### src/rtl/keypad_pkg.sv
// Shared types, row drive patterns and column helpers for the 4x4 keypad scanner.
package keypad_pkg;

   typedef enum logic [0:0] {
      IDLE,
      PRESSED
   } kp_state_e;

   typedef enum logic [1:0] {
      NONE,
      SINGLE,
      MULTI
   } scan_kind_e;

   typedef struct packed {
      scan_kind_e kind;
      logic [3:0] code;
   } scan_result_t;

   // Index 0 is the least significant entry, so ROW_PAT[0] = 4'b1110.
   localparam logic [3:0][3:0] ROW_PAT = {4'b0111, 4'b1011, 4'b1101, 4'b1110};
   localparam logic [3:0]      COL_IDLE = 4'b1111;

   localparam scan_result_t RESULT_NONE = '{kind: NONE, code: 4'd0};

   function automatic logic [2:0] count_low(input logic [3:0] col);
      logic [2:0] n;
      n = 3'd0;
      for (int i = 0; i < 4; i++) begin
         n = n + {2'b00, ~col[i]};
      end
      return n;
   endfunction

   function automatic logic [1:0] first_low(input logic [3:0] col);
      logic [1:0] idx;
      idx = 2'd0;
      for (int i = 3; i >= 0; i--) begin
         if (!col[i]) begin
            idx = 2'(i);
         end
      end
      return idx;
   endfunction

endpackage

### src/rtl/keypad_row_timer.sv
// Row dwell timer: walks the active-low row drive and flags the last dwell
// cycle of each row (sample_strobe) and of row 3 (scan_done).
module keypad_row_timer
   import keypad_pkg::*;
#(
   parameter int SCAN_DIV = 50000
) (
   input  logic       clk,
   input  logic       rst,
   output logic [3:0] keypad_row,
   output logic [1:0] row_idx,
   output logic       sample_strobe,
   output logic       scan_done
);

   localparam int               CNT_W     = $clog2(SCAN_DIV);
   localparam logic [CNT_W-1:0] DWELL_END = CNT_W'(SCAN_DIV - 1);

   logic [CNT_W-1:0] dwell_q, dwell_d;
   logic [1:0]       row_q, row_d;
   logic             strobe;

   always_comb begin
      strobe  = (dwell_q == DWELL_END);
      dwell_d = dwell_q + CNT_W'(1);
      row_d   = row_q;
      if (strobe) begin
         dwell_d = '0;
         row_d   = row_q + 2'd1;
      end
   end

   always_ff @(posedge clk or negedge rst) begin
      if (!rst) begin
         dwell_q <= '0;
         row_q   <= 2'd0;
      end else begin
         dwell_q <= dwell_d;
         row_q   <= row_d;
      end
   end

   assign keypad_row    = ROW_PAT[row_q];
   assign row_idx       = row_q;
   assign sample_strobe = strobe;
   assign scan_done     = strobe && (row_q == 2'd3);

endmodule

### src/rtl/keypad_scanner.sv
// 4x4 keypad scanner: classifies each full scan, debounces across scans and
// emits one key event per press. Optional auto-repeat: KEYPAD_REPEAT_EN.
module keypad_scanner
   import keypad_pkg::*;
#(
   parameter int SCAN_DIV       = 50000,
   parameter int DEBOUNCE_SCANS = 3,
   parameter int REPEAT_SCANS   = 20
) (
   input  logic       clk,
   input  logic       rst,
   input  logic [3:0] keypad_col,
   output logic [3:0] keypad_row,
   output logic [3:0] key_code,
   output logic       key_valid,
   output logic       key_held
);

   localparam logic [3:0] DEB_CNT = 4'(DEBOUNCE_SCANS);

   logic [1:0] row_idx;
   logic       sample_strobe;
   logic       scan_done;

   keypad_row_timer #(
      .SCAN_DIV(SCAN_DIV)
   ) u_row_timer (
      .clk          (clk),
      .rst          (rst),
      .keypad_row   (keypad_row),
      .row_idx      (row_idx),
      .sample_strobe(sample_strobe),
      .scan_done    (scan_done)
   );

   scan_result_t acc_q, acc_d;
   scan_result_t cand_q, cand_d;
   scan_result_t row_res, merged;
   logic [3:0]   stable_q, stable_d;
   kp_state_e    state_q, state_d;
   logic [3:0]   key_code_q, key_code_d;
   logic         key_valid_q, key_valid_d;
   logic         key_held_q, key_held_d;
   logic [2:0]   zeros;
   logic         same;
   logic         settled;

`ifdef KEYPAD_REPEAT_EN
   localparam int              RPT_W    = $clog2(REPEAT_SCANS + 1);
   localparam logic [RPT_W-1:0] RPT_LAST = RPT_W'(REPEAT_SCANS - 1);

   logic [RPT_W-1:0] rpt_q, rpt_d;
`else
   logic repeat_unused;
   assign repeat_unused = (REPEAT_SCANS > 0);
`endif

   // Classify the current row sample and fold it into the running scan result.
   always_comb begin
      zeros   = count_low(keypad_col);
      row_res = RESULT_NONE;
      if (keypad_col == COL_IDLE) begin
         row_res.kind = NONE;
      end else if (zeros == 3'd1) begin
         row_res.kind = SINGLE;
         row_res.code = {row_idx, first_low(keypad_col)};
      end else begin
         row_res.kind = MULTI;
      end

      merged = acc_q;
      if (row_res.kind == SINGLE) begin
         if (acc_q.kind == NONE) begin
            merged = row_res;
         end else begin
            merged.kind = MULTI;
         end
      end else if (row_res.kind == MULTI) begin
         merged.kind = MULTI;
      end
   end

   always_comb begin
      acc_d       = acc_q;
      cand_d      = cand_q;
      stable_d    = stable_q;
      state_d     = state_q;
      key_code_d  = key_code_q;
      key_valid_d = 1'b0;
      key_held_d  = key_held_q;
      same        = 1'b0;
      settled     = 1'b0;
`ifdef KEYPAD_REPEAT_EN
      rpt_d       = rpt_q;
`endif

      if (sample_strobe) begin
         acc_d = merged;
      end

      if (scan_done) begin
         acc_d = RESULT_NONE;
         same  = (merged.kind == cand_q.kind) &&
                 ((merged.kind != SINGLE) || (merged.code == cand_q.code));
         if (same) begin
            stable_d = (stable_q == 4'd15) ? stable_q : stable_q + 4'd1;
         end else begin
            cand_d   = merged;
            stable_d = 4'd1;
         end
         settled = (stable_d >= DEB_CNT);

         case (state_q)
            IDLE: begin
               if (settled && (cand_d.kind == SINGLE)) begin
                  key_code_d  = cand_d.code;
                  key_valid_d = 1'b1;
                  key_held_d  = 1'b1;
                  state_d     = PRESSED;
`ifdef KEYPAD_REPEAT_EN
                  rpt_d       = '0;
`endif
               end
            end
            PRESSED: begin
               // Only a debounced clean release leaves PRESSED; other keys are ignored.
               if (settled && (cand_d.kind == NONE)) begin
                  key_held_d = 1'b0;
                  state_d    = IDLE;
               end else begin
`ifdef KEYPAD_REPEAT_EN
                  if ((cand_d.kind == SINGLE) && (cand_d.code == key_code_q)) begin
                     if (rpt_q == RPT_LAST) begin
                        rpt_d       = '0;
                        key_valid_d = 1'b1;
                     end else begin
                        rpt_d = rpt_q + RPT_W'(1);
                     end
                  end else begin
                     rpt_d = '0;
                  end
`endif
               end
            end
            default: begin
               state_d = IDLE;
            end
         endcase
      end
   end

   always_ff @(posedge clk or negedge rst) begin
      if (!rst) begin
         acc_q       <= RESULT_NONE;
         cand_q      <= RESULT_NONE;
         stable_q    <= 4'd0;
         state_q     <= IDLE;
         key_code_q  <= 4'd0;
         key_valid_q <= 1'b0;
         key_held_q  <= 1'b0;
      end else begin
         acc_q       <= acc_d;
         cand_q      <= cand_d;
         stable_q    <= stable_d;
         state_q     <= state_d;
         key_code_q  <= key_code_d;
         key_valid_q <= key_valid_d;
         key_held_q  <= key_held_d;
      end
   end

`ifdef KEYPAD_REPEAT_EN
   always_ff @(posedge clk or negedge rst) begin
      if (!rst) begin
         rpt_q <= '0;
      end else begin
         rpt_q <= rpt_d;
      end
   end
`endif

   assign key_code  = key_code_q;
   assign key_valid = key_valid_q;
   assign key_held  = key_held_q;

endmodule

### config.mk
export PLATFORM = sky130hd
export DESIGN_NAME = keypad_scanner
export DESIGN_NICKNAME = d
export VERILOG_FILES = /design/src/rtl/keypad_pkg.sv /design/src/rtl/keypad_row_timer.sv /design/src/rtl/keypad_scanner.sv
export SDC_FILE = /design/constraint.sdc
export NUM_CORES = 1
export LEC_CHECK = 0
export BUFFER_PORTS_ARGS = -buffer_cell sky130_fd_sc_hd__buf_4
export CORE_MARGIN = 8
export CORE_UTILIZATION = 38
export CTS_BUF_LIST = sky130_fd_sc_hd__clkbuf_4 sky130_fd_sc_hd__clkbuf_8
export CTS_CLUSTER_DIAMETER = 100
export DETAILED_ROUTE_END_ITERATION = 10
export GPL_TIMING_DRIVEN = 0
export PLACE_DENSITY = 0.65
export SLEW_MARGIN = 20
export SYNTH_ARGS = -nofsm -noshare
export SYNTH_HDL_FRONTEND = slang
export SYNTH_SLANG_ARGS = --single-unit
### constraint.sdc
create_clock -name clk -period 3.5 [get_ports clk]
set_clock_uncertainty 0.2 [all_clocks]
set_input_delay 0.7 -clock clk [delete_from_list [all_inputs] [get_ports clk]]
set_output_delay 0.7 -clock clk [all_outputs]
set_load 0.02 [all_outputs]
Yosys cells after proc, flatten, opt, wreduce, memory -nomap -nowiden --
Cells that the tools add are included.
Cells by class: add/sub/neg operators 6, $lt $le $gt $ge 2, equality and inequality tests 13, multiplexer cells 31, bitwise logic cells 5, reduce and logical (&&, ||, !) cells 10
Operators by type and width (count):
- $mux W4 | 8
- $mux W6 | 4
- $mux W2 | 9
- $add A16 B1 Y16 const B | 1
- $eq A16 B16 Y1 const B | 1
- $mux W16 | 1
- $bmux W4 S2 | 1
- $eq A4 B4 Y1 const B | 2
- $mux W1 | 6
- $reduce_and A3 Y1 | 2
- $not A1 Y1 | 5
- $add A4 B1 Y4 const B | 1
- $eq A2 B1 Y1 const B | 2
- $eq A2 B2 Y1 const B | 2
- $eq A4 B4 Y1 | 1
- $ge A4 B2 Y1 const B | 1
- $logic_and A1 B1 Y1 | 4
- $logic_not A2 Y1 | 2
- $ne A2 B1 Y1 const B | 2
- $pmux W1 S2 | 2
- $add A2 B1 Y3 | 1
- $add A3 B1 Y3 | 1
- $eq A3 B1 Y1 const B | 1
- $lt A2 B3 Y1 const B | 1
- 6 further kinds | 6
Storage, ports and cells: register bits after elaboration 41, input bits 6, logic and storage cells 78

Depth between registers and ports, before layout --
Gate-level depths: netlist (run 1).
word-level depth 20, gate-level depth with buffers 12, mapped depth without buffers 11

Modules after synthesis --
From an unflattened synthesis (run 1), not the netlist that was laid out.
Second synthesis, totals: cells, all modules 233, area, all modules 2376.0 um^2
Modules (own cells, without submodules):
- keypad_scanner | times used 1, cells an instance 147, area each 1468.9 um^2
- keypad_row_timer | times used 1, cells an instance 86, area each 907.1 um^2

Worst setup path before layout (run 1) --
OpenSTA, ideal clock, no wires.
path kind input -> register, start point input keypad_col[0], end point register key_code_q[0], in the netlist key_code[0], arrival 3.728 ns, required time 3.172 ns, path slack -0.555 ns, cell stages on the path 12, path buffers 1, cell sequence fa_1 -> inv_1 -> ha_1 -> ha_1 -> nor4b_4 -> nand2_1 -> a21o_1 -> o311a_1 -> buf_4 -> nor4_2 -> nand3_4 -> mux2_1
Between the ends: cells in the longest elaborated chain, start to end 18, elaborated cells between the ends (all ways) 31
RTL lines:
- start: declaration | RTL line keypad_scanner.sv:12 | input logic [3:0] keypad_col,
- $not A1 Y1 | RTL line keypad_pkg.sv:30 | n = n + {2'b00, ~col[i]};
- $add A1 B1 Y2 | RTL line keypad_pkg.sv:30
- $add A2 B1 Y3 | RTL line keypad_pkg.sv:30
- $add A3 B1 Y3 | RTL line keypad_pkg.sv:30
- $eq A3 B1 Y1 | RTL line keypad_scanner.sv:64 | end else if (zeros == 3'd1) begin
- $mux W2 | RTL line keypad_scanner.sv:64
- $mux W2 | RTL line keypad_scanner.sv:62 | if (keypad_col == COL_IDLE) begin
- $eq A2 B2 Y1 | RTL line keypad_scanner.sv:78 | end else if (row_res.kind == MULTI) begin
- [2 not listed]
- $ne A2 B1 Y1 | RTL line keypad_scanner.sv:104 | ((merged.kind != SINGLE) || (merged.code == cand_q.code));
- $logic_or A1 B1 Y1 | RTL line keypad_scanner.sv:104
- $logic_and A1 B1 Y1 | RTL line keypad_scanner.sv:103 | same = (merged.kind == cand_q.kind) &&
- $mux W4 / $mux W6 (equally long branches) | RTL line keypad_scanner.sv:105 | if (same) begin
- $mux W4 / $mux W6 (equally long branches) | RTL line keypad_scanner.sv:101 | if (scan_done) begin
- $ge A4 B2 Y1 / $eq A2 B1 Y1 (equally long branches) | RTL line keypad_scanner.sv:111, keypad_scanner.sv:115
- $logic_and A1 B1 Y1 | RTL line keypad_scanner.sv:115 | if (settled && (cand_d.kind == SINGLE)) begin
- $reduce_and A3 Y1 (no source line)
- end signal: assignment | RTL line keypad_scanner.sv:166 | key_code_q <= key_code_d;
- end: declaration | RTL line keypad_scanner.sv:41 | logic [3:0] key_code_q, key_code_d;
Parallel ways exist; a longest one is shown, timed or not. The select of a mux whose other input is x is not followed. A chain may end at the register's enable or synchronous reset.

Worst setup path after layout (run 1) --
start point input keypad_col[0], end point register cand_q[2] (netlist bit)
Between the ends: cells in the longest elaborated chain, start to end 15, elaborated cells between the ends (all ways) 25
RTL lines:
- $not A1 Y1 | RTL line keypad_pkg.sv:30
- $add A1 B1 Y2 | RTL line keypad_pkg.sv:30
- $add A2 B1 Y3 | RTL line keypad_pkg.sv:30
- $add A3 B1 Y3 | RTL line keypad_pkg.sv:30
- $eq A3 B1 Y1 | RTL line keypad_scanner.sv:64
- $mux W2 | RTL line keypad_scanner.sv:64
- $mux W2 | RTL line keypad_scanner.sv:62
- $eq A2 B2 Y1 | RTL line keypad_scanner.sv:78
- $mux W2 | RTL line keypad_scanner.sv:78
- $mux W2 | RTL line keypad_scanner.sv:72 | if (row_res.kind == SINGLE) begin
- $ne A2 B1 Y1 | RTL line keypad_scanner.sv:104
- $logic_or A1 B1 Y1 | RTL line keypad_scanner.sv:104
- $logic_and A1 B1 Y1 | RTL line keypad_scanner.sv:103
- $mux W6 * | RTL line keypad_scanner.sv:105
- $mux W6 * | RTL line keypad_scanner.sv:101
- end signal: assignment | RTL line keypad_scanner.sv:163 | cand_q <= cand_d;
- end: declaration | RTL line keypad_scanner.sv:37 | scan_result_t cand_q, cand_d;
Every way passes the cells marked *; elsewhere a longest branch is shown, timed or not. The select of a mux whose other input is x is not followed.

==> metrics.md, run 1 <==
| Metric | Value |
|---|---|
| Max Cap Violations | 0 |
| GRT Residual Overflow | 0 |
| Seq/Total Area, Yosys | 0.437 |
| Leakage | 1.30 nW |
| Final-report hold violation count | 0 |
| Largest net degree at the start of global routing | 42 |
| Pins Over Slew Limit | 0 |
| # clock sinks | 41 |
| CTS H-tree depth | 2 |
| Synth top area share | 0.437 |
| Placement Setup Slack | -0.873 ns |
| Synth Flop Type | dfrtp_1 |
| CP max stage delay | 0.52 ns |
| Sequential Power Share | 0.559 |
| Final #Nets | 291 |
| Syn Inst Count | 237 |
| R2R depth | 9 |
| Fin worst setup slack | -0.210 ns |
| Sw Ratio | 0.251 |
| Post-synth EDFFs | 0 |
| F_max | 0.270 GHz |
| Final ANT Viol Nets | 0 |
| Final core occ | 0.491 |
| CP Class | in2reg |
| Power Density | 297 mW/mm2 |
| Peak supply drop | 0.239 mV |
| Combinational share of power | 0.080 |
| Most used cell, CP | buf_4 |
| Commonest cells post-synth | dfrtp_1 (41), nand2_1 (29), nor2_1 (23) |
| Area growth from synthesis to layout | 24.5% |
| Slew HR | 0.327 |
| Syn_nets | 253 |
| Violated checks | setup timing |
| Mean routed wirelength per cell | 14.1 um |
| Worst-path clk slew | 0.08 ns |
| Critical path endpoint | cand_q[2]$_DFFE_PN0P_ |
| Tcrit/Tclk final | 1.06 |
| Count of different cell masters after synthesis | 53 |
| GR Layer Usage met1 | 0.135 |
| RSZ-0062 raised after global routing | yes |
| Die ar. | 0.00896 mm2 |
| Critical path startpoint | keypad_col[0] |
| DR DRC count | 0 |
| Power Internal | 0.000652 W |
| Final std cells w/o fill | 351 |
| Core footprint | 0.00596 mm2 |
| Met2 GRT Util | 0.193 |
| Slew @ Worst Pin | 1.01 ns |
| Initial antenna violation count | 0 |
| Max FO, Critical Path | 6 |
| GR peak layer | met2 |
| Vias in the first global route | 1776 |
| Most frequent cell after synthesis | dfrtp_1 |
| Min Hold Slack | 0.174 ns |
| Synth warn | 0 |
| Clk pwr share | 0.361 |
| Crit-path cells | buf_8 > fa_1 > inv_1 > ha_2 > ha_4 > nor4b_4 > buf_4 > nand3_4 > mux2_4 > xor2_4 > nor4_4 > buf_4 > buf_6 > or4_4 > o211a_1 |
| # diodes | 0 |
| DR pass1 iterations | 4 |
| GRT Util Overall | 0.114 |
| Avg Cell Area, Syn | 9.91 um2 |
| Global-route wire length before repair | 8090 um |
| Synth Cell Area | 0.00235 mm2 |
| Die W | 94.6 um |
| Hold Path Class | in2async |
| CTS tree | done |
| Port-buffer cells | 15 |
| CP Launch Type | input port |
| Switching Power | 0.000219 W |
| CP endpoint kind | flop |
| CTS Root Cell | clkbuf_8 |
| WL final | 4940 um |
| Skew-Pair Late Insertion Delay | 0.30 ns |
| Gpl congestion | 0.859 |
| Routed via count | 1845 |
| Cell Rows | 28 |
| Worst Path Required | 3.49 ns |
| Clock Tree Buf Depth | 2 |
| Detailed placement HPWL | 3410 um |
| Initial Util | 0.395 |
| Synth area leader | dfrtp_1 |
| Die height | 94.6 um |
| Outcome | finished, violations left |
| Vias per inst | 5.26 |
| Placed Cells | 327 |
| Worst path slowest cell | fa_1 |
| Asr flop ratio synth | 1.00 |
| Final setup viols | 13 |
| Register bit count reported by yosys | 41 |
| FF-to-FF setup slack | 0.63 ns |
| Ranking of synthesized cells by area | dfrtp_1 (44%), ha_1 (4.8%), nand2_1 (4.6%), nor2_1 (3.7%), xnor2_1 (3.4%) |
| 1st-iter DRT viols | 53 |
| WP data arrival | 3.70 ns |
| # IOs | 16 |
| FF-to-FF End | cand_q[2]$_DFFE_PN0P_ |
| Met3 GRT Util | 0.0270 |
| Reg2reg start | u_row_timer.dwell_q[0]$_DFF_PN0_ |
| Layout cells sized above 1 | 0.254 |
| TritonCTS Buffers | 5 |
| Final Critical Period | 3.71 ns |
[per-stage QoR]
step	power, W	setup TNS, ns	cell area [um2]
detailed placement	0.000560	-9.99	2620
global placement	0.000559	-9.54	2620
floorplan	0.000534	-3.42	2410
global route	0.000918	-3.42	2930
CTS	0.000886	-1.70	2840
finish	0.000870	-1.73	2930
[kinds of logic (layout without fill, tap and decap cells)]
| group | Yosys count | count (layout) | share of synthesized area |
|---|---|---|---|
| multiplexers | 11 | 11 | 0.0516 |
| XOR/XNOR | 18 | 18 | 0.0671 |
| adder cells (fa/ha/maj) | 10 | 10 | 0.0564 |
| buffers and inverters | 20 | 59 | 0.0335 |
| AO/OA/AOI/OAI | 44 | 44 | 0.134 |
| flip-flops | 41 | 41 | 0.437 |
| AND/OR/NAND/NOR | 93 | 93 | 0.220 |
[metal layers]
metal / share of wire / up-vias
met5: 0 / -
met4: 0.013 / 0
met3: 0.032 / 8
met2: 0.49 / 24
met1: 0.47 / 898
li1: - / 915
[sequential cells by signal (all words and copies together) (netlist names)]
| name | flops |
|---|---|
| u_row_timer.dwell_q | 16 |
| acc_q | 6 |
| cand_q | 6 |
| key_code | 4 |
| stable_q | 4 |
| u_row_timer.row_idx | 2 |
| key_held | 1 |
| key_valid | 1 |
| state_q | 1 |
[repair_timing]
item                                    in CTS  in global routing
hold buffers                                 0                  0
endpoints found under the setup margin      13                 15
resized for setup                            8                 12
pin swaps                                   14                  7
buffers inserted                            13                  4
cloned                                       0                  0
[final cells by class]
type	count	area [um2]
Clock inverter	3	21.3
Inverter	13	48.8
Tap cell	75	93.8
Fill cell	577	3030
Buffer	7	33.8
Clock buffer	5	68.8
Timing Repair Buffer	31	251
Sequential cell	41	1030
Multi-Input combinational cell	176	1380
[power groups by stage]
stage | clock network (W) | logic (W) | registers (W)
detailed placement | 0 | 0.0000651 | 0.000495
global route | 0.000351 | 0.0000799 | 0.000487
global placement | 0 | 0.0000636 | 0.000495
floorplan | 0 | 0.0000396 | 0.000494
finish | 0.000314 | 0.0000700 | 0.000486
CTS | 0.000331 | 0.0000688 | 0.000486
[worst max-delay path: cells and delay by family]
kind / cells / cell delay (ns)
compound gates: 1 / 0.12
simple gates: 4 / 0.83
xor+xnor: 1 / 0.17
fa+ha+maj: 3 / 0.91
mux: 1 / 0.38
buf+inv: 5 / 0.58
[layout by cell type, fill, tap and decap left out, types with 7 or more instances in the layout]
cell type and instances:
nand2_1 28, o21ai_0 8, xnor2_1 9, dfrtp_1 41
buf_4 27, nor2_1 22, nand3_1 7, xor2_1 7
inv_1 13, a21oi_1 8, ha_1 7
[how the worst min path moves through the flow]
stage / endpoint / slack [ns] / depth (start not counted)
finish: acc_q[5]$_DFFE_PN0P_ / 0.17 / 1
global route: u_row_timer.row_idx[0]$_DFFE_PN0N_ / 0.21 / 1
CTS: key_valid$_DFF_PN0_ / 0.18 / 1
detailed placement: u_row_timer.dwell_q[0]$_DFF_PN0_ / 0.28 / 1
global placement: key_code[0]$_DFFE_PN0P_ / 0.28 / 1
floorplan: acc_q[0]$_DFFE_PN0P_ / 0.20 / 0
Power figures use the tool's default switching activity.
==> run 2, diff against run 1 <==
ABC_AREA = 1   (was unset)
SKIP_LAST_GASP = 1   (was unset)
==> metrics.md, run 2 <==
| Metric | Value |
|---|---|
| DR pass1 iterations | 4 (unchanged) |
| Largest register FFs | 16 (unchanged) |
| CTS tree | done |
| Skew-Pair Late Insertion Delay | 0.29 ns (about the same) |
| TritonCTS Buffers | 5 (unchanged) |
| Complex-gate fraction of the synthesized area | 0.0889 (-0.0453) |
| Commonest cells post-synth | nand2_1 (78), inv_1 (51), dfrtp_1 (41) |
| Simple-gate area share of the yosys netlist | 0.309 (+0.0882) |
| Slew @ Worst Pin | 0.532 ns (-0.475 ns) |
| Most frequent cell after synthesis | nand2_1 |
| Multiplexer area fraction after synthesis | 0.00465 (-0.0470) |
| Outcome | finished clean |
| Vias in the first global route | 2010 (+13%) |
| DR DRC count | 0 (unchanged) |
| Cell Rows | 29 (+3.6%) |
| # diodes | 0 (unchanged) |
| Final #Nets | 355 (+22%) |
| Ranking of synthesized cells by area | dfrtp_1 (42%), nand2_1 (12%), inv_1 (7.9%), ha_1 (4.7%), nor2_1 (4.2%) |
| Largest family of logic cells by synthesized area | simple AND/OR/NAND/NOR gates |
| Die height | 95.8 um (+1.2%) |
| CTS Root Cell | clkbuf_8 |
| Tcrit/Tclk final | 0.954 (-0.106) |
| WP data arrival | 3.37 ns (-0.33 ns) |
| Slew HR | 0.644 (+0.317) |
| Final core occ | 0.458 (-0.0333) |
| Biggest regs | u_row_timer.dwell_q x16, acc_q x6, cand_q x6 |
| Initial antenna violation count | 0 (unchanged) |
| Gpl congestion | 0.785 (-8.7%) |
| Core footprint | 0.00624 mm2 (+4.8%) |
| Port-buffer cells | 15 (unchanged) |
| Worst-path clk slew | 0.08 ns (about the same) |
| Hold Path Class | in2async |
| GRT Residual Overflow | 0 (unchanged) |
| Register bit count reported by yosys | 41 (unchanged) |
| Min Hold Slack | 0.176 ns (+0.00150 ns) |
| Synth area leader | dfrtp_1 |
| Synth Area in XOR/XNOR | 0.0290 (-0.0381) |
| Count of different cell masters after synthesis | 32 (-40%) |
| Cell Area, Placed | 0.00263 mm2 (+0.33%) |
| Detailed placement HPWL | 3700 um (+8.5%) |
| Clock Tree Buf Depth | 2 (unchanged) |
| Pins Over Slew Limit | 0 (unchanged) |
| Fin area | 0.00286 mm2 (-2.3%) |
| WL final | 5070 um (+2.6%) |
| Die ar. | 0.00918 mm2 (+2.5%) |
| Layout cells sized above 1 | 0.206 (-0.0477) |
| Die W | 95.8 um (+1.2%) |
| Final setup viols | 0 (-13) |
| Synth Cell Area | 0.00242 mm2 (+3.0%) |
| # clock sinks | 41 (unchanged) |
| Synth top area share | 0.424 (-0.0126) |
| Area growth from synthesis to layout | 18.1% |
| Largest net degree at the start of global routing | 42 (unchanged) |
| Syn_nets | 327 (+29%) |
| # IOs | 16 (unchanged) |
| Synth warn | 0 (unchanged) |
| Syn Inst Count | 311 (+31%) |
| CP Launch Type | input port |
| Leakage | 1.42 nW (+9.2%) |
| Final ANT Viol Nets | 0 (unchanged) |
| Seq/Total Area, Yosys | 0.424 (-0.0126) |
| Routed via count | 1998 (+8.3%) |
| Synth Flop Type | dfrtp_1 |
| Reg with most FFs | u_row_timer.dwell_q |
| CP Class | in2reg |
| Pwr Total | 0.000842 W (-3.3%) |
| R2R depth | 12 (+3) |
| CTS H-tree depth | 2 (unchanged) |
| Global-route wire length before repair | 8870 um (+9.6%) |
| Vias per inst | 4.79 (-8.8%) |
| GRT Util Overall | 0.120 (+0.00585) |
| Mean routed wirelength per cell | 12.2 um (-14%) |
| Final Critical Period | 3.34 ns (-0.371 ns) |
| Commonest non-fill, non-tap cell in the layout | nand2_1 |
| Max FO, Critical Path | 6 (unchanged) |
| Post-synth EDFFs | 0 (unchanged) |
| Peak supply drop | 0.172 mV (-28%) |
| Most frequent cells in the layout | nand2_1 (72), inv_1 (48), dfrtp_1 (41) |
| 1st-iter DRT viols | 109 (+110%) |
| Worst Path Required | 3.53 ns (+0.04 ns) |
| Power Density | 295 mW/mm2 (-0.96%) |
| CP endpoint kind | flop |
| Setup TNS | 0 ns (+1.73 ns) |
| Asr flop ratio synth | 1.00 (unchanged) |
| Synthesized-area fraction occupied by adder cells | 0.0548 (-0.00163) |
| Final-report hold violation count | 0 (unchanged) |
| F_max | 0.300 GHz (+11%) |
| Max Cap Violations | 0 (unchanged) |
| Avg Cell Area, Syn | 7.78 um2 (-22%) |
| Initial Util | 0.388 (-0.00681) |
run 2: changes by cell type in the layout (fill, tap and decap cells not counted), moves of 6 or more:
cell | previous run | this run
nand3_1 | 7 | 17
and3_1 | 6 | 0
xnor2_1 | 9 | 1
buf_4 | 27 | 19
nand2_2 | 1 | 11
nand4_1 | 2 | 9
nand2_1 | 28 | 72
inv_1 | 13 | 48
run 2: final cells by class:
cell class / count / area, um2
inverters: 54 / 205
plain buffers: 2 / 18.8
well taps: 77 / 96.3
fillers: 614 / 3380
clock buffers: 6 / 76.3
clock inverters: 2 / 10.0
flip-flops and latches: 41 / 1030
multi-input cells: 214 / 1250
repair buffers: 21 / 174
run 2: logic make-up after synthesis:
kind of cell    count (synthesis)
compound gates                 36
xor+xnor                        8
fa+ha+maj                      10
buf+inv                        56
flops                          41
mux                             1
simple gates                  159
run 2: metrics by stage:
stage	std cells	worst slack, ns
after CTS	411	0.0891
after floorplan	311	0.234
after global routing	417	-0.0270
after global placement	403	-0.176
final	417	0.161
after detailed placement	403	-0.217
run 2: worst max-delay path, cell delays in order:
cell     delay [ns]
buf_4          0.13
fa_1           0.53
inv_1          0.05
ha_2           0.18
ha_4           0.24
inv_4          0.06
nand2_2        0.06
nor2_4         0.13
nand3_4        0.14
o21ai_4        0.13
inv_2          0.08
nor2_4         0.13
nand2_2        0.08
nand2_2        0.08
inv_2          0.05
buf_8          0.13
buf_6          0.12
o21ai_2        0.13
nand4_1        0.11
nand2_1        0.09
run 2: final timing paths:
path                                                   from                                to  slack, ns
setup / recovery                              keypad_col[1]           key_code[2]$_DFFE_PN0P_       0.16
hold / removal                                          rst              acc_q[5]$_DFFE_PN0P_       0.18
hold reg to reg            u_row_timer.dwell_q[0]$_DFF_PN0_  u_row_timer.dwell_q[0]$_DFF_PN0_       0.26
setup reg to reg           u_row_timer.dwell_q[0]$_DFF_PN0_              key_held$_DFFE_PN0P_       1.11
min in group clk           u_row_timer.dwell_q[0]$_DFF_PN0_  u_row_timer.dwell_q[0]$_DFF_PN0_       0.26
max in group asynchronous                               rst              acc_q[1]$_DFFE_PN0P_       2.55
run 2: power by group:
group	internal, W	leakage (nW)	switching [W]
logic	0.0000232	0.896	0.0000377
registers	0.000473	0.475	0
clock network	0.000146	0.0484	0.000162
run 2: routing by layer:
metal  GRT usage  vias to the layer above  routed length, um
met5           0                        -                  0
met4      0.0359                        0                 68
li1            -                     1041                  -
met1       0.141                      929               2290
met2       0.214                       20               2580
met3      0.0265                        8                135
run 2: timing repair:
item / 4_1_cts / 5_1_grt
gates resized for setup: 0 / 26
hold endpoints to repair: 0 / 0
setup buffers: 0 / 6
hold buffers: 0 / 0
endpoints found under the setup margin: 0 / 12
==> run 3, diff against run 2 <==
SYNTH_HIERARCHICAL = 1   (was unset)
==> metrics.md, run 3 <==
| Metric | Value |
|---|---|
| Outcome | finished clean |
| Commonest cells post-synth | nand2_1 (85), inv_1 (50), dfrtp_1 (41) |
| RSZ-0062 raised after global routing | yes |
| Cts hold-fix bufs | 0 (unchanged) |
| GRT Util Overall | 0.112 (-0.00838) |
| Placed Cells | 415 (+3.0%) |
| Final Critical Period | 3.31 ns (-0.0272 ns) |
| CP Launch Type | input port |
| Initial antenna violation count | 0 (unchanged) |
| WP data arrival | 3.35 ns (-0.02 ns) |
| Most used cell, CP | nand2_1 |
| Pwr Total | 0.000858 W (+1.9%) |
| F_max | 0.302 GHz (+0.82%) |
| Vias in the first global route | 2023 (+0.65%) |
| Synth warn | 6 (+6) |
| DR DRC count | 0 (unchanged) |
| # clock sinks | 41 (unchanged) |
| Worst-path clk slew | 0.08 ns (about the same) |
| Die ar. | 0.00939 mm2 (+2.3%) |
| Worst path slowest cell | fa_1 |
| Layout cells sized above 1 | 0.176 (-0.0301) |
| Min Hold Slack | 0.167 ns (-0.00818 ns) |
| Final #Nets | 362 (+2.0%) |
| Placement Setup Slack | -0.256 ns (-0.0386 ns) |
| CP Class | in2reg |
| Initial Util | 0.392 (+0.00380) |
| Detailed placement HPWL | 3690 um (-0.39%) |
| Skew-Pair Late Insertion Delay | 0.30 ns (about the same) |
| Gpl congestion | 0.848 (+8.0%) |
| Core footprint | 0.00635 mm2 (+1.7%) |
| Final std cells w/o fill | 424 (+1.7%) |
| Biggest regs | u_row_timer/dwell_q x16, acc_q x6, cand_q x6 |
| Pins Over Slew Limit | 0 (unchanged) |
| Ranking of synthesized cells by area | dfrtp_1 (41%), nand2_1 (13%), inv_1 (7.5%), ha_1 (4.5%), nand3_1 (4.4%) |
| Final-report hold violation count | 0 (unchanged) |
| CP top delay family | simple AND/OR/NAND/NOR gates |
| WP buf/inv | 4 (-3) |
| Max FO, Critical Path | 8 (+2) |
| Routed via count | 2003 (+0.25%) |
| Clock Tree Buf Depth | 2 (unchanged) |
| FF-to-FF End | stable_q[1]$_DFFE_PN0P_ |
| Register bit count reported by yosys | 41 (unchanged) |
| # IOs | 16 (unchanged) |
| Final ANT Viol Nets | 0 (unchanged) |
| Fillcell total | 647 (+5.4%) |
| Syn Inst Count | 323 (+3.9%) |
| Vias per inst | 4.72 (-1.4%) |
| Count of different cell masters after synthesis | 32 (unchanged) |
| Leakage | 1.49 nW (+5.1%) |
| Port-buffer cells | 15 (unchanged) |
| R2R depth | 8 (-4) |
| Largest register FFs | 16 (unchanged) |
| WL final | 4970 um (-2.0%) |
| CTS Root Cell | clkbuf_8 |
| 1st-iter DRT viols | 68 (-38%) |
| CTS tree | done |
| # diodes | 0 (unchanged) |
| DR pass1 iterations | 4 (unchanged) |
| Crit-path cells | buf_4 > fa_1 > inv_1 > ha_2 > ha_4 > inv_2 > nand2_1 > nor2_4 > nand3_4 > nand2_2 > nand2_2 > nand2_1 > nand2_1 > nor2_1 > nand2_1 > nand2_2 > o211ai_1 > nand2_2 > nand3_4 > inv_4 > nand2_1 > nand2_1 |
| Post-synth EDFFs | 0 (unchanged) |
| Tcrit/Tclk final | 0.946 (-0.00776) |
| Synth top area share | 0.413 (-0.0113) |
| Asr flop ratio synth | 1.00 (unchanged) |
| Synth Flop Type | dfrtp_1 |
| Reg2reg start | u_row_timer/dwell_q[0]$_DFF_PN0_ |
| CTS H-tree depth | 2 (unchanged) |
| Max Cap Violations | 0 (unchanged) |
| Slew @ Worst Pin | 0.540 ns (+0.00795 ns) |
| FF-to-FF setup slack | 1.10 ns (about the same) |
| Avg Cell Area, Syn | 7.70 um2 (-1.1%) |
| Die height | 96.9 um (+1.1%) |
| Most frequent cell after synthesis | nand2_1 |
| Cell Rows | 29 (unchanged) |
| Reg with most FFs | u_row_timer/dwell_q |
| Die W | 96.9 um (+1.1%) |
| Worst Path Required | 3.54 ns (about the same) |
| Most frequent cells in the layout | nand2_1 (84), inv_1 (50), dfrtp_1 (41) |
| Global-route wire length before repair | 8940 um (+0.78%) |
| TritonCTS Buffers | 5 (unchanged) |
| Syn_nets | 339 (+3.7%) |
| CP max stage delay | 0.54 ns (about the same) |
| Final setup viols | 0 (unchanged) |
| CP endpoint kind | flop |
| Peak supply drop | 0.156 mV (-9.1%) |
| Largest net degree at the start of global routing | 42 (unchanged) |
| Mean routed wirelength per cell | 11.7 um (-3.6%) |
| Sequential cell area | 0.00103 mm2 (unchanged) |
| Synth Cell Area | 0.00249 mm2 (+2.7%) |
| Slew HR | 0.640 (-0.00399) |
| Commonest non-fill, non-tap cell in the layout | nand2_1 |
| Synth area leader | dfrtp_1 |
| Area growth from synthesis to layout | 13.5% |
| Hold Path Class | in2async |
| Multi-input logic area | 0.00125 mm2 (unchanged) |
| Seq/Total Area, Yosys | 0.413 (-0.0113) |
| Power Density | 304 mW/mm2 (+3.2%) |
| Final core occ | 0.444 (-0.0136) |
| GRT Residual Overflow | 0 (unchanged) |
| Fin worst setup slack | 0.189 ns (+0.0272 ns) |
[run 3: timing repair]
action / 4_1_cts / 5_1_grt
endpoints found under the setup margin: 0 / 10
hold endpoints to repair: 0 / 0
gates resized for setup: 0 / 3
setup buffers: 0 / 1
[run 3: logic make-up (layout without fill, tap and decap cells)]
logic type,Yosys count,after routing,share of synthesized area
adders and majority gates,10,10,0.0533
DFF,41,41,0.413
AOI/OAI and AO/OA,36,36,0.0891
xor gates and xnor gates,8,8,0.0282
buffers and inverters,59,83,0.0911
and+or+nand+nor,169,169,0.326
[run 3: worst reg2reg max path, stage by stage, from the launching register on]
cell and delay, ns:
dfrtp_1 0.39, ha_1 0.21, nand3_2 0.17, nor2_2 0.24, nand2_4 0.13, nor2_2 0.11
buf_2 0.23, clkbuf_1 0.41, o21ai_0 0.18
[run 3: layout make-up]
class	count	share of cell area
Clock inverter	1	0.00177
Sequential cell	41	0.364
Tap cell	77	0.0341
Buffer	3	0.00443
Clock buffer	7	0.0341
Timing Repair Buffer	16	0.0426
Multi-Input combinational cell	223	0.443
Inverter	56	0.0758
[run 3: where the power goes]
| part | leakage [nW] | internal, W | switching, W |
|---|---|---|---|
| logic | 0.963 | 0.0000144 | 0.0000280 |
| registers | 0.475 | 0.000473 | 0 |
| clock network | 0.0542 | 0.000178 | 0.000164 |
| total | 1.49 | 0.000666 | 0.000192 |
[run 3: worst max path at each step]
stage / startpoint / end / slack (ns) / cells after the start
floorplan: keypad_col[0] / key_code[0]$_DFFE_PN0P_ / 0.24 / 20
global placement: keypad_col[0] / key_code[0]$_DFFE_PN0P_ / -0.21 / 22
detailed placement: keypad_col[0] / key_code[0]$_DFFE_PN0P_ / -0.26 / 22
CTS: keypad_col[0] / key_code[0]$_DFFE_PN0P_ / 0.07 / 22
global route: keypad_col[0] / key_code[0]$_DFFE_PN0P_ / -0.002 / 22
finish: keypad_col[0] / key_code[0]$_DFFE_PN0P_ / 0.19 / 22
[run 3: layer usage]
layer,share of wire,GRT usage,routed length (um),vias up
met4,0.017,0.0438,85,0
met5,0,0,0,-
met3,0.026,0.0299,128,8
met2,0.49,0.197,2460,22
li1,-,-,-,1058
met1,0.46,0.124,2300,915
[run 3: metrics by stage]
stage | TNS (ns) | instance area [um2]
2_1_floorplan | 0 | 2490
3_3_place_gp | -1.34 | 2700
3_5_place_dp | -1.89 | 2700
4_1_cts | 0 | 2800
5_1_grt | -0.00192 | 2820
6_report | 0 | 2820
